## config.mk

```make
export PLATFORM = sky130hd
export DESIGN_NAME = axi_wr_arbiter
export DESIGN_NICKNAME = d
export VERILOG_FILES = /design/src/rtl/axi_wr_arbiter.sv
export SDC_FILE = /design/constraint.sdc
export NUM_CORES = 1
export LEC_CHECK = 0
export BUFFER_PORTS_ARGS = -buffer_cell sky130_fd_sc_hd__buf_2
export CORE_AREA = 2 2 109 111
export DETAILED_ROUTE_END_ITERATION = 8
export DIE_AREA = 0 0 111 113
export PLACE_DENSITY_LB_ADDON = 0.08
export SYNTH_ARGS = -nofsm -noshare
export SYNTH_HDL_FRONTEND = slang
export SYNTH_SLANG_ARGS = --single-unit
```

## constraint.sdc

```tcl
create_clock -name ACLK -period 6.4 [get_ports ACLK]
set_clock_uncertainty 0.15 [all_clocks]
set_input_delay 1.92 -clock ACLK [delete_from_list [all_inputs] [get_ports ACLK]]
set_output_delay 1.92 -clock ACLK [all_outputs]
set_load 0.02 [all_outputs]
```

## src/rtl/axi_wr_arbiter.sv

```systemverilog
// axi_wr_arbiter: two-master AXI write arbiter with in-order W and B routing
module axi_wr_arbiter #(
    parameter int FIFO_DEPTH = 4
) (
    input  logic        ACLK,
    input  logic        ARESETn,
    input  logic [89:0] m_awinfo,
    input  logic [1:0]  m_awvalid,
    output logic [1:0]  m_awready,
    input  logic [73:0] m_winfo,
    input  logic [1:0]  m_wvalid,
    output logic [1:0]  m_wready,
    output logic [3:0]  m_bid,
    output logic [1:0]  m_bresp,
    output logic [1:0]  m_bvalid,
    input  logic [1:0]  m_bready,
    output logic [44:0] s_awinfo,
    output logic        AWVALID,
    input  logic        AWREADY,
    output logic [3:0]  WID,
    output logic [36:0] s_winfo,
    output logic        WVALID,
    input  logic        WREADY,
    input  logic [3:0]  BID,
    input  logic [1:0]  BRESP,
    input  logic        BVALID,
    output logic        BREADY,
    output logic        err_unexp_b
);
    localparam int PW = $clog2(FIFO_DEPTH);
    localparam int CW = PW + 1;
    typedef enum logic {ARB, ISSUE} state_t;
    state_t state_q, state_d;
    logic rr_q, rr_d;
    logic [44:0] aw_q, aw_d;
    logic err_q, err_d;
    logic g, grant;
    logic [44:0] aw_sel;
    logic [4:0] w_mem [FIFO_DEPTH];
    logic b_mem [FIFO_DEPTH];
    logic [PW-1:0] w_wr_q, w_rd_q, b_wr_q, b_rd_q;
    logic [CW-1:0] w_cnt_q, b_cnt_q;
    logic w_full, w_empty, b_full, b_empty, w_act, b_act, h, b, w_pop, b_pop;
    assign w_full  = w_cnt_q == CW'(FIFO_DEPTH);
    assign b_full  = b_cnt_q == CW'(FIFO_DEPTH);
    assign w_empty = w_cnt_q == '0;
    assign b_empty = b_cnt_q == '0;
    assign aw_sel  = g ? m_awinfo[89:45] : m_awinfo[44:0];
    // AW arbitration: round-robin grant in ARB, hold the registered request in ISSUE
    always_comb begin
        state_d = state_q;
        rr_d    = rr_q;
        aw_d    = aw_q;
        err_d   = err_q | (BVALID & b_empty);
        grant   = 1'b0;
        g       = m_awvalid[rr_q] ? rr_q : ~rr_q;
        if (state_q == ARB) begin
            if (ARESETn && |m_awvalid && !w_full && !b_full) begin
                grant   = 1'b1;
                aw_d    = aw_sel;
                rr_d    = ~g;
                state_d = ISSUE;
            end
        end else if (AWREADY) begin
            state_d = ARB;
        end
    end
    assign m_awready   = {grant & g, grant & ~g};
    assign AWVALID     = ARESETn & (state_q == ISSUE);
    assign s_awinfo    = aw_q;
    assign err_unexp_b = err_q;
    assign h       = w_mem[w_rd_q][4];
    assign WID     = w_mem[w_rd_q][3:0];
    assign s_winfo = h ? m_winfo[73:37] : m_winfo[36:0];
    assign w_act   = ARESETn & ~w_empty;
    assign WVALID  = w_act & m_wvalid[h];
    assign m_wready = {w_act & WREADY & h, w_act & WREADY & ~h};
    assign w_pop   = WVALID & WREADY & s_winfo[0];
    assign b       = b_mem[b_rd_q];
    assign b_act   = ARESETn & ~b_empty;
    assign m_bvalid = {b_act & BVALID & b, b_act & BVALID & ~b};
    assign BREADY  = b_act & m_bready[b];
    assign b_pop   = BVALID & BREADY;
    assign m_bid   = BID;
    assign m_bresp = BRESP;
    // State, round-robin pointer, error flag and order-FIFO pointers/counts
    always_ff @(posedge ACLK) begin
        if (!ARESETn) begin
            state_q <= ARB;
            rr_q    <= 1'b0;
            aw_q    <= '0;
            err_q   <= 1'b0;
            w_wr_q  <= '0;
            w_rd_q  <= '0;
            b_wr_q  <= '0;
            b_rd_q  <= '0;
            w_cnt_q <= '0;
            b_cnt_q <= '0;
        end else begin
            state_q <= state_d;
            rr_q    <= rr_d;
            aw_q    <= aw_d;
            err_q   <= err_d;
            w_wr_q  <= w_wr_q + PW'(grant);
            w_rd_q  <= w_rd_q + PW'(w_pop);
            b_wr_q  <= b_wr_q + PW'(grant);
            b_rd_q  <= b_rd_q + PW'(b_pop);
            w_cnt_q <= w_cnt_q + CW'(grant) - CW'(w_pop);
            b_cnt_q <= b_cnt_q + CW'(grant) - CW'(b_pop);
        end
    end
    // Order FIFO storage: {master, AWID} for W routing, master for B routing
    always_ff @(posedge ACLK) begin
        if (grant) begin
            w_mem[w_wr_q] <= {g, aw_sel[44:41]};
            b_mem[b_wr_q] <= g;
        end
    end
endmodule

```

======== Word-level counts from Yosys, hierarchy flattened ========
Memory sizes are Yosys's and may differ from the RTL's. A register that Yosys moved wholly into a read port is not among the register bits.
Cells that the tools add are included.
storage, ports and cells
  flip-flop bits (word level) ............. 62
  latch bits .............................. 0
  bits in writable memories ............... 24
  memory bits (read-only) ................. 0
  input bits .............................. 181
  output and inout port bits .............. 102
  word-level logic and storage cells ...... 76
  memories kept ........................... 2
cells by class
  $add $sub $neg .......................... 8
  multipliers ............................. 0
  div/mod/pow operators ................... 0
  magnitude comparators ................... 3
  equality and inequality tests ........... 2
  shifts and indexed selects .............. 0
  mux-type cells .......................... 17
  bitwise logic cells ..................... 25
  reductions and logical operators ........ 9
memories
  name   words  width  read ports  clocked after Yosys merged registers in  write ports  line  source
  w_mem  4      5      1           1                                        1            39    logic [4:0] w_mem [FIFO_DEPTH];
  b_mem  4      1      1           1                                        1            40    logic b_mem [FIFO_DEPTH];
operator list
  kind                                                number
  2-to-1 mux 45 bit                                   1
  2-to-1 mux 37 bit                                   1
  AND 1 bit                                           17
  2-to-1 mux 1 bit                                    13
  adder 2 x 1 -> 2 bit                                4
  NOT 1 bit                                           7
  adder 3 x 1 -> 3 bit                                2
  equality test 3 bit, second input constant          2
  zero test 3 bit                                     2
  < comparator 1 x 2 -> 1 bit, second input constant  3
  subtractor 3 x 1 -> 3 bit                           2
  2-to-1 mux 2 bit                                    2
  logical AND 1 bit                                   3
  zero test 1 bit                                     2
  AND reduction 2 bit                                 1
  OR reduction 2 bit                                  1
  bitwise OR 1 bit                                    1

======== Depth between registers and ports, before layout ========
  word-level depth ........................ 8
  mapped depth ............................ 11
  gate-level depth less buffers ........... 11

======== Least setup slack after synthesis ========
No wires, ideal clock.
  path kind ............................... input-to-output
  from .................................... input port ARESETn
  to ...................................... output port m_awready[0]
  data arrival time ....................... 3.033 ns
  required time ........................... 4.330 ns
  path slack .............................. 1.297 ns
  stages .................................. 5
  buffers on the path ..................... 1
  path through ............................ nand2b_1 > a2111oi_4 > buf_4 > inv_2 > nor2_1
on the way
  word-level cells in the longest chain between the ends .. 6
RTL lines
  element                          line  source
  start: declaration               6     input logic ARESETn,
  logical AND 1 bit (3 in series)  58    if (ARESETn && |m_awvalid && !w_full && !b_full) begin
  2-to-1 mux 1 bit                 58
  2-to-1 mux 1 bit                 57    if (state_q == ARB) begin
  AND 1 bit                        68    assign m_awready = {grant & g, grant & ~g};
  end: declaration                 9     output logic [1:0] m_awready,
No other way between the ends.

======== Worst setup path after layout ========
  from .................................... input port ARESETn
  to ...................................... output port m_awready[1]
The elaborated chain is that of the path after synthesis.

==> flow_metrics.tcl <==
set metrics [dict create \
    worst_pin_slew_ns 0.967 \
    avgSynthCellArea_um2 9.60 \
    syn_nets 628 \
    antenna_found_initial 0 \
    die_h_um 113 \
    synthFlopType "dfxtp_1" \
    vias_per_cell 4.83 \
    vdd_drop_max_mv 0.160 \
    synth_cell_type_count 33 \
    gr-total-overflow 0 \
    p_per_area_nw_per_um2 368 \
    antenna_cells 0 \
    area_growth_pct 39.3 \
    synth_edf_count 24 \
    outcome "finished clean" \
    synth_adder_area_share_pct 2.73 \
    drt_wl_total_mm 12.5 \
    yosys.area_share.simple_pct 18.5 \
    clk-insertion-delay-late_ns 0.33 \
    crit_type "in2out" \
    post-route-drc-count 0 \
    maxCapViolations 0 \
    ctsResizeCount 0 \
    grt_max_degree 101 \
    root_buffer "clkbuf_16" \
    worstPathMaxFanout 13 \
    track_usage_pct 19.9 \
    period_minus_slack_ns 5.18 \
    yosys.area.top_type_share_pct 29.4 \
    std_cell_rows 39 \
    ant_nets 0 \
    nFillCells 1081 \
    cts_tree "built" \
    synth.most_common_cell "nand2_1" \
    dp_hpwl_mm 9.29 \
    yosys-top-cells-count "nand2_1 (103), nor2_1 (63), dfxtp_1 (62), a311oi_1 (45), mux2_2 (37)" \
    r2r-start "w_rd_q[0]" \
    final_hold_viol_count 0 \
    fin_tns_setup_ns 0 \
    seqPwrFrac_pct 35.4 \
    drt-pass1-iter-count 4 \
    cp.required_ns 4.33 \
    start_kind "input port" \
    synth-seq-cells 86 \
    drive_above_1_share_pct 48.8 \
    num_vias 4024 \
    maxSlewViolCount 0 \
    wl_per_cell_um 15.0 \
    cts_setup_buffers 0 \
    core_area_um2 11300 \
    setup_viol 0 \
    relSlewSlack_pct 35.6 \
    timing.rr.end "w_cnt_q[2]" \
    dieArea_um2 12500 \
    routabilityCongestion 0.853 \
    yosys.area.top_type "dfxtp_1" \
    comb_power_share_pct 40.9 \
    p_sw_share_pct 38.2 \
    synthTopCellsByArea "dfxtp_1 (29%), edfxtp_1 (17%), mux2_2 (9.9%), a311oi_1 (9.3%), nand2_1 (9.2%)" \
    hp-start "err_unexp_b" \
    syn_inst 439 \
    p_leak_nw 2.80 \
    hp-class "reg2reg" \
    hold_buffers 0 \
    ios 283 \
    synth_area_um2 4220 \
    cts_buffer_depth 2 \
    clock.fmax_mhz 193 \
    grt_pass1_wl_mm 19.9 \
    p_clk_share_pct 23.7 \
    synth_top_family_by_area "simple AND/OR/NAND/NOR gates" \
    r2r_cells 9 \
    intPower_mw 1.34 \
    cts_sinks 86 \
    final.period_utilization_pct 80.9 \
    die_x_um 111 \
    drt_iter0_markers 94 \
    p_switching_mw 0.826 \
    rsz0062_at_grt "false" \
    synth-seq-area-share_pct 46.5 \
    io_buffers 270 \
    critical_path_arrival_ns 3.11 \
    synthMuxAreaShare_pct 14.2 \
    end_kind "output port" \
    start_util_pct 37.4 \
    clk_pin_slew_ns 0.06 \
    layout.nets 874 \
    cts_buffers 9 \
    grt_pass1_vias 4033 \
    hold_end "err_unexp_b" \
    p_total_mw 2.16 \
    min_delay_path_depth 2 \
    synth_compound_area_share_pct 11.1 \
    synth-xor-area-share_pct 1.66 \
    htreeDepth 3 \
    async_flop_share_pct 0 \
    regToRegSetupSlack_ns 2.99 \
    ys_warn_count 0 \
]
## cell usage in the layout, fill, tap and decap left out, drive strengths merged, types with 7 or more instances in the layout
cell and count:
and2 7, edfxtp 24, nand2 103, buf 274, clkbuf 10, nor2 63, dfxtp 62, a311oi 45
inv 8, mux2 38
## cells by family (layout without fill, tap and decap cells)
logic type | count (synthesis) | after routing
and+or+nand+nor | 190 | 190
DFF | 86 | 86
AOI/OAI and AO/OA | 53 | 53
muxes | 47 | 47
buffers and inverters | 47 | 298
adders and majority gates | 8 | 8
xor gates and xnor gates | 8 | 8
## power by group through the flow
stage / Sequential, mW / Clock, mW / Combinational [mW]
after floorplan: 0.860 / 0 / 0.536
after global routing: 0.784 / 0.552 / 0.973
after detailed placement: 0.776 / 0 / 0.898
final: 0.766 / 0.513 / 0.884
after CTS: 0.767 / 0.522 / 0.900
after global placement: 0.773 / 0 / 0.888
## sequential cells by signal, summed over array words and instances, names as in the netlist, 2 cells and up
register and count:
w_cnt_q 3, w_wr_q 2, b_mem 4, w_mem 20, b_wr_q 2, s_awinfo 45, b_rd_q 2, w_rd_q 2
b_cnt_q 3
## metrics by stage
step / instance area, um2 / hold slack, ns / utilization, % / setup slack [ns] / cells
after global placement: 5580 / 0.302 / 49.5 / 1.27 / 817
after detailed placement: 5580 / 0.304 / 49.5 / 1.25 / 817
after global routing: 5870 / 0.365 / 52.1 / 1.06 / 833
after CTS: 5870 / 0.317 / 52.1 / 1.22 / 833
after floorplan: 4220 / 0.311 / - / 1.30 / 439
final: 5870 / 0.314 / 52.1 / 1.22 / 833
## area by class of cell
cell class | count | area, um2 | share of cell area [%]
clock inverters | 6 | 62.6 | 1.07
flip-flops and latches | 86 | 1960 | 33.4
well taps | 143 | 179 | 3.05
clock buffers | 10 | 229 | 3.90
inverters | 8 | 30.0 | 0.511
multi-input cells | 306 | 2030 | 34.6
repair buffers | 274 | 1380 | 23.5
## worst max path at each step
stage / start / to / slack, ns / cells past startpoint
after floorplan: ARESETn / m_awready[0] / 1.30 / 5
after global placement: ARESETn / m_awready[1] / 1.27 / 6
after detailed placement: ARESETn / m_awready[1] / 1.25 / 6
after CTS: ARESETn / m_awready[1] / 1.22 / 6
after global routing: ARESETn / m_awready[1] / 1.06 / 6
final: ARESETn / m_awready[1] / 1.22 / 6
## per-layer routing
layer / track usage [%] / share of wire [%] / vias up / wire [um]
li1: - / - / 2022 / -
met1: 22.1 / 39 / 1811 / 4860
met2: 36.0 / 51 / 175 / 6340
met3: 6.37 / 8.5 / 16 / 1060
met4: 6.42 / 1.8 / 0 / 223
met5: 0 / 0 / - / 0
## worst max-delay path: stages
cell and delay, ns:
buf_2 0.21, nand2b_1 0.13, a2111oi_4 0.38, inv_2 0.13
nor2_1 0.13, buf_2 0.20
No activity file was read; power rests on OpenSTA's default activity.
